--- src/rtl/spl_addr_seq.sv ---
// Round-robin address-burst scheduler: grants one of NUM_REQ requesters and streams
// its burst addresses through a single split-carry incrementer, one beat per two cycles.
module spl_addr_seq #(
   parameter int NUM_REQ    = 4,
   parameter int ADDR_WIDTH = 64,
   parameter int LEN_WIDTH  = 16,
   parameter int ID_WIDTH   = 2
) (
   input  logic                            clk,
   input  logic                            reset,
   input  logic [NUM_REQ-1:0]              req_valid,
   input  logic [NUM_REQ*ADDR_WIDTH-1:0]   req_addr,
   input  logic [NUM_REQ*LEN_WIDTH-1:0]    req_len,
   output logic [NUM_REQ-1:0]              req_ready,
   output logic                            out_valid,
   input  logic                            out_ready,
   output logic [ADDR_WIDTH-1:0]           out_addr,
   output logic [ID_WIDTH-1:0]             out_id,
   output logic                            out_last,
   output logic                            busy
);

   localparam int HALF = ADDR_WIDTH / 2;

   typedef enum logic [1:0] {IDLE, LOAD, ISSUE, SETTLE} state_t;

   state_t                  state, state_nxt;
   logic [ID_WIDTH-1:0]     ptr;
   logic [ID_WIDTH-1:0]     id_q;
   logic [HALF-1:0]         addr_lo, addr_hi;
   logic [HALF:0]           lo_sum;
   logic [LEN_WIDTH-1:0]    rem;

   logic [ADDR_WIDTH-1:0]   addr_arr [NUM_REQ];
   logic [LEN_WIDTH-1:0]    len_arr  [NUM_REQ];
   logic                    gnt_any;
   logic [ID_WIDTH-1:0]     gnt_idx;
   logic [ID_WIDTH-1:0]     scan_idx;
   logic                    take;
   logic                    step;
   logic [NUM_REQ-1:0]      ready_c;

   always_comb begin
      for (int i = 0; i < NUM_REQ; i++) begin
         addr_arr[i] = req_addr[i*ADDR_WIDTH +: ADDR_WIDTH];
         len_arr[i]  = req_len[i*LEN_WIDTH +: LEN_WIDTH];
      end
   end

   // Rotating search starting just after the last winner.
   always_comb begin
      gnt_any  = 1'b0;
      gnt_idx  = '0;
      scan_idx = '0;
      for (int k = 1; k <= NUM_REQ; k++) begin
         scan_idx = ID_WIDTH'((int'(ptr) + k) % NUM_REQ);
         if (!gnt_any && req_valid[scan_idx]) begin
            gnt_any = 1'b1;
            gnt_idx = scan_idx;
         end
      end
   end

   // NOTE: every output of this block gets a default first, so no path leaves one unassigned (no latch).
   always_comb begin
      state_nxt = state;
      ready_c   = '0;
      out_valid = 1'b0;
      take      = 1'b0;
      step      = 1'b0;
      unique case (state)
         IDLE: begin
            if (gnt_any) begin
               take             = 1'b1;
               ready_c[gnt_idx] = 1'b1;
               if (len_arr[gnt_idx] != '0) state_nxt = LOAD;
            end
         end
         LOAD:   state_nxt = ISSUE;
         ISSUE: begin
            out_valid = 1'b1;
            if (out_ready) begin
               if (rem == LEN_WIDTH'(1)) begin
                  state_nxt = IDLE;
               end else begin
                  step      = 1'b1;
                  state_nxt = SETTLE;
               end
            end
         end
         SETTLE: state_nxt = ISSUE;
         default: state_nxt = IDLE;
      endcase
   end

   // NOTE: sequential state uses non-blocking assignments so every register samples pre-edge values.
   always_ff @(posedge clk or posedge reset) begin
      if (reset) begin
         state   <= IDLE;
         ptr     <= ID_WIDTH'(NUM_REQ - 1);
         id_q    <= '0;
         addr_lo <= '0;
         addr_hi <= '0;
         lo_sum  <= '0;
         rem     <= '0;
      end else begin
         state  <= state_nxt;
         // Low-half sum runs every cycle; it is only consumed after addr has been stable a cycle.
         lo_sum <= (HALF+1)'(addr_lo) + (HALF+1)'(1);
         if (take) begin
            ptr     <= gnt_idx;
            id_q    <= gnt_idx;
            addr_lo <= addr_arr[gnt_idx][HALF-1:0];
            addr_hi <= addr_arr[gnt_idx][ADDR_WIDTH-1:HALF];
            rem     <= len_arr[gnt_idx];
         end else if (step) begin
            addr_lo <= lo_sum[HALF-1:0];
            addr_hi <= addr_hi + HALF'(lo_sum[HALF]);
            rem     <= rem - LEN_WIDTH'(1);
         end
      end
   end

   // The grant is combinational, so mask it while reset is held to keep outputs at zero.
   assign req_ready = ready_c & {NUM_REQ{~reset}};
   assign out_addr  = {addr_hi, addr_lo};
   assign out_id    = id_q;
   assign out_last  = (state == ISSUE) && (rem == LEN_WIDTH'(1));
   assign busy      = (state != IDLE);

endmodule

--- config.mk ---
export PLATFORM = sky130hd
export DESIGN_NAME = spl_addr_seq
export DESIGN_NICKNAME = d
export VERILOG_FILES = /design/src/rtl/spl_addr_seq.sv
export SDC_FILE = /design/constraint.sdc
export NUM_CORES = 1
export LEC_CHECK = 0
export ABC_AREA = 1
export BUFFER_PORTS_ARGS = -buffer_cell sky130_fd_sc_hd__buf_2
export CAP_MARGIN = 20
export CORE_AREA = 3 3 154 156
export CTS_CLUSTER_DIAMETER = 200
export DETAILED_ROUTE_END_ITERATION = 6
export DIE_AREA = 0 0 157 159
export PLACE_DENSITY = 0.7
export SLEW_MARGIN = 25
export SYNTH_ARGS = -nofsm -noshare
export SYNTH_HDL_FRONTEND = slang
export SYNTH_SLANG_ARGS = --single-unit
export TNS_END_PERCENT = 10
--- constraint.sdc ---
create_clock -name clk -period 4.35 [get_ports clk]
set_clock_uncertainty 0.2 [all_clocks]
set_input_delay 0.2175 -clock clk [delete_from_list [all_inputs] [get_ports clk]]
set_output_delay 0.2175 -clock clk [all_outputs]
set_load 0.02 [all_outputs]
Word-level counts from Yosys, hierarchy flattened
Cells that the tools add are included.
Widths: inputs -> output; s select.
{ "totals": {"ff_bits": 119, "in_bits": 327, "out_inout_bits": 73, "elab_cells": 88} }
{ "op_classes": {"add_sub_neg": 7, "n_lt_le_gt_ge": 7, "n_eq_ne": 7, "mux": 43, "bitwise_logic": 3, "reduce_logical": 14} }
{ "op_table": {"columns": ["cell", "n"], "rows": [
  ["$bmux 64 s2", 1],
  ["$mux 32", 4],
  ["$mux 64", 2],
  ["$mux 16", 4],
  ["$add 32x1->33 const B", 1],
  ["$add 32x1->32", 1],
  ["$bmux 16 s2", 1],
  ["$eq 16x1->1 const B", 1],
  ["$mux 2", 8],
  ["$reduce_bool 16->1", 1],
  ["$sub 16x1->16 const B", 1],
  ["$lt 2x3->1 const B", 5],
  ["$mux 1", 15],
  ["$bmux 1 s2", 4],
  ["$mux 4", 2],
  ["$ne 2x2->1 const B", 3],
  ["$pmux 2 s3", 1],
  ["$logic_and 1x1->1", 5],
  ["$add 2x1->2 const B", 2],
  ["$add 2x2->2 const B", 2],
  ["$and 4x4->4", 1],
  ["$eq 2x2->1 const B", 2],
  ["$reduce_bool 2->1", 2],
  ["$ge 3x3->1 const B", 1],
  ["other kinds (9)", 11]
]} }

Longest topological paths before layout
{ "depth": {"depth_word": 21, "depth_mapped": 23, "mapped_depth_nobuf": 21} }

Worst setup path before layout
No wires, ideal clock.
{ "synth_timing": {"path_type": "input to output", "start": "input port reset", "end": "output port req_ready[0]", "arrival_time_ns": 3.721, "t_required_ns": 3.933, "path_slack_ns": 0.212, "stages": 3, "n_path_buf": 0, "cell_sequence": "inv_1 > nand2_1 > nor3_1"} }
{ "synth_via": {"elab_chain_len": 2} }
{ "synth_lines": {"columns": ["element", "line_no", "source"], "rows": [
  ["start: declaration", "10", "input logic reset,"],
  ["$not 1->1", "125", "assign req_ready = ready_c & {NUM_REQ{~reset}};"],
  ["$and 4x4->4", "125", null],
  ["end: declaration", "14", "output logic [NUM_REQ-1:0] req_ready,"]
]} }
No other way between the ends.

Final worst setup path
{ "layout_timing": {"start": "register ptr[0]", "end": "register addr_lo[15]"} }
{ "layout_via": {"elab_chain_len": 18, "elab_cells_between_ends": 34, "cone_classes": "add/sub: 4; mux: 22; bitwise: 1; reduce/logical: 7"} }
{ "layout_lines": {"columns": ["element", "line_no", "source"], "rows": [
  ["start: declaration", "28", "logic [ID_WIDTH-1:0] ptr;"],
  ["start signal: assignment", "100", "ptr <= ID_WIDTH'(NUM_REQ - 1);"],
  ["start signal: assignment", "111", "ptr <= gnt_idx;"],
  ["$add 2x1->2", "56", "scan_idx = ID_WIDTH'((int'(ptr) + k) % NUM_REQ);"],
  ["$bmux 1 s2", "57", "if (!gnt_any && req_valid[scan_idx]) begin"],
  ["$mux 1 (not written as such)", "57", null],
  ["$mux 1", "57", null],
  ["$logic_not 1->1", "57", null],
  ["$logic_and 1x1->1", "57", null],
  ["$mux 1", "57", null],
  ["$logic_not 1->1", "57", null],
  ["$logic_and 1x1->1", "57", null],
  ["$mux 1", "57", null],
  ["$logic_not 1->1", "57", null],
  ["$logic_and 1x1->1", "57", null],
  ["$mux 2", "57", null],
  ["$not 2->3 (not written as such)", "113", "addr_lo <= addr_arr[gnt_idx][HALF-1:0];"],
  ["$bmux 64 s2", "113", null],
  ["$mux 64 (2 in series)", null, null],
  ["$mux 32", "110", "if (take) begin"],
  ["end signal: assignment", "113", null],
  ["end signal: assignment", "117", "addr_lo <= lo_sum[HALF-1:0];"],
  ["end: declaration", "30", "logic [HALF-1:0] addr_lo, addr_hi;"]
]} }
Parallel ways exist; a longest one is shown, timed or not. The select of a mux whose other input is x is not followed.
A chain may end at the register's enable or synchronous reset.

==> qor.csv <==
stage;metric;value;unit
outcome;status;finished, violations left;
outcome;violations;DRC;
timing;hold_viol;0;
power_and_ir_drop;pwr_density_cell;568.9;nW/um^2
detailed_routing;wl_met3;2620;um
floorplanning;die_area;24960;sq um
worst_hold_path;min_from;req_addr[8];
timing;finalSetupViolations;0;
logic_synthesis;synth.distinct_cells;45;
critical_path;cpMaxStageDelayCell;dfstp_2;
detailed_routing;wirelength;35460;um
clock_network;cts_buffers;17;
logic_synthesis;syn-instance-count;1265;
timing;max_freq;0.2503;GHz
critical_path;crit_chain;inv_4 -> nand2_1 -> nand2_1 -> nand2_1 -> nand2_1 -> nand2_1 -> nand2_1 -> nor2_2 -> nand2_4 -> nand2_8 -> buf_8 -> nand2_1 -> inv_2 -> buf_8 -> a22oi_1 -> dlygate4sd3_1 -> nand2_1 -> dlygate4sd3_1 -> nor2_1 -> o22ai_1;
floorplanning;die_y;159;um
logic_synthesis;synth_top_cell_by_area;dfrtp_1;
timing;period_minus_slack;3994;ps
detailed_routing;drt-vias-per-instance;5.237;
clock_network;cts_tree;yes;
critical_path;critPathKind;flip-flop to flip-flop;
detailed_routing;first_iter_violations;593;
critical_path;end_kind;flip-flop;
critical_path;cpMostUsedCell;nand2_1;
global_routing;grt_overflow;0;
logic_synthesis;synth_fp_nets;1597;
timing;slew_headroom;0.3384;
critical_path;rr_worst_depth;20;
place;dp.cells;1898;
logic_synthesis;synth.top_cells.by_area;dfrtp_1 (34%), nand2_1 (20%), nor2_1 (5.5%);
detailed_routing;first_pass_iters;7;
detailed_routing;wl_met2;17370;um
logic_synthesis;yosysTopAreaCellShare;0.3442;
logic_synthesis;yosysSeqAreaShare;0.3503;
logic_synthesis;ys_ff_latch;119;
logic_synthesis;post_synth.cell_area_avg;6.725;sq um
clock_network;cts_setup_buffers;0;
detailed_routing;drc;9;
timing;rsz0062_at_grt;no;
detailed_routing;vias;10560;
finish;fillers;2204;
clock_network;htree_levels;4;
floorplanning;die_x;157;um
logic_synthesis;yosysWarnings;0;
place;io_buffers;399;
logic_synthesis;synthFlopType;dfrtp_1;
power_and_ir_drop;irDropWorstVdd;0.3426;mV
global_routing;grtUsageTotal;0.2757;
detailed_routing;top_layer_used;met5;
critical_path;critPathLaunchType;flip-flop;
worst_hold_path;holdPathEnd;addr_lo[8]$_DFFE_PP0P_;
floorplanning;start_util;0.3780;
timing;tightest_slew;990.0;ps
clock_network;insertion_delay;420;ps
critical_path;path_max_fanout;25;
floorplanning;row_count;55;
critical_path;critPathRequiredTime;4490;ps
power_and_ir_drop;p_leak;5.996;nW
finish;antenna_cells;0;
timing;finalSetupTns;0;ps
global_routing;antenna_found_initial;3;
critical_path;arrival;4140;ps
logic_synthesis;synth-edff-count;0;
timing;report.final.slew_viol_count;0;
clock_network;clk_pin_slew;60;ps
run;maxCapViolCount;0;
global_routing;grt_start_max_net_pins;71;
clock_network;cts-root-buf;clkbuf_16;
place;dp_hpwl;26580;um
clock_network;clock_path_buffers;2;
logic_synthesis;synth_area;8507;sq um
timing;period_share;0.9183;
floorplanning;coreArea;22500;sq um
critical_path;worst-r2r-setup-slack;360;ps
global_routing;grt_pass1_vias;10470;
floorplanning;num_io_pins;400;
detailed_routing;wl_met1;14590;um
detailed_routing;antenna_left;0;
clock_network;clock_sinks;119;
worst_hold_path;hold_depth;5;
critical_path;r2r-end;addr_lo[15]$_DFFE_PP0P_;
critical_path;timing.rr.start;ptr[0]$_DFFE_PP1P_;
finish;layout-drive-gt1-share;0.2767;
finish;finalNonFillerCells;2016;
global_routing;grt_pass1_wl;54740;um
finish;area_delta_synth_final;42.79;%
worst_hold_path;hold_path.class;input pin to flip-flop;
critical_path;timing.critical_path.slowest_cell_delay;620;ps
logic_synthesis;postSynth.asyncResetShare;1.000;
finish;final_nets;2050;
place;gp_congestion;0.9273;
detailed_routing;routedWlPerCell;17.59;um
-- worst max-delay path by stage --
| stage | from | endpoint | slack (ps) | depth (start not counted) |
|---|---|---|---|---|
| finish | ptr[0]$_DFFE_PP1P_ | addr_lo[15]$_DFFE_PP0P_ | 360 | 20 |
| global route | ptr[0]$_DFFE_PP1P_ | addr_lo[15]$_DFFE_PP0P_ | 20 | 19 |
| CTS | ptr[0]$_DFFE_PP1P_ | addr_lo[15]$_DFFE_PP0P_ | 190 | 20 |
| detailed placement | ptr[0]$_DFFE_PP1P_ | addr_hi[10]$_DFFE_PP0P_ | 910 | 17 |
| global placement | ptr[0]$_DFFE_PP1P_ | addr_hi[1]$_DFFE_PP0P_ | 990 | 17 |
| floorplan | reset | req_ready[0] | 210 | 3 |
-- registers in the layout (all words and copies together) (netlist names) --
| register | flops |
|---|---|
| out_id | 2 |
| lo_sum | 33 |
| addr_lo | 32 |
| addr_hi | 32 |
| ptr | 2 |
| rem | 16 |
| state | 2 |
-- layout make-up --
type                       count  area, sq um  share of cell area
multi-input combinational    998         4893              0.4029
timing repair buffer         501         3034              0.2498
clock buffer                  18        429.2             0.03533
tap                          285        356.6             0.02936
sequential                   119         2980              0.2454
inverter                      81        312.8             0.02575
clock inverter                14        140.1             0.01154
-- layer usage --
| layer | vias to the layer above | GRT usage |
|---|---|---|
| li1 | 5107 | - |
| met1 | 4918 | 0.3571 |
| met2 | 467 | 0.4614 |
| met3 | 62 | 0.05898 |
| met4 | 4 | 0.08118 |
| met5 | - | 0 |
-- cell usage in the layout, fill, tap and decap left out, types with 20 or more instances in the layout --
cell type and n:
a22oi_1 46, a21oi_1 53, nand3_1 70, inv_1 72, nor2_1 124, o22ai_1 20, dlygate4sd3_1 86, xor2_1 45
nand2_1 461, o21ai_0 47, buf_2 399, nand4_1 39, dfrtp_1 117
-- critical path, delay by kind of cell, from the launching register on --
kind                   cells  cell delay, ps
AO/OA/AOI/OAI              2             240
flip-flops                 1             620
buffers and inverters      6            1680
AND/OR/NAND/NOR           12            1170
-- through the flow --
stage	worst slack, ps	cell area, sq um	total power, mW	utilization	hold WS [ps]
finish	355.6	12150	6.911	0.5398	1.700
global placement	985.8	10680	5.146	0.4748	187.9
global route	24.43	12150	7.418	0.5398	12.80
floorplan	211.7	8507	4.111	-	167.6
detailed placement	906.1	10680	5.186	0.4748	182.4
CTS	185.7	12110	6.877	0.5383	0.1987
-- power by group --
part / switching [mW] / total [mW] / internal, mW
combinational: 2.26 / 3.67 / 1.41
clock: 0.575 / 1.38 / 0.802
sequential: 0.385 / 1.86 / 1.48
total: 3.22 / 6.91 / 3.69
-- cell usage after synthesis, drive strengths merged, types with 7 or more instances --
cell type,instances
nor2,133
nor4,7
a22oi,46
inv,80
nor3,17
nand4,40
a31oi,9
a21oi,53
o21ai,47
nand3,73
buf,40
dfrtp,117
nand2,467
clkbuf,27
o22ai,20
xor2,45
-- cell families (layout without fill, tap and decap cells) --
logic type	Yosys count	after routing	share of synthesized area
and+or+nand+nor	740	740	0.3643
AOI/OAI and AO/OA	202	202	0.1468
buffers and inverters	148	614	0.07810
DFF	119	119	0.3503
xor gates and xnor gates	49	49	0.05045
adders and majority gates	5	5	0.007354
muxes	2	2	0.002647
-- timing repair --
action,4_1_cts,5_1_grt
resized for setup,0,7
hold endpoints to repair,99,0
endpoints found under the setup margin,0,1
hold buffers,86,0
(Power assumes the default switching activity.)
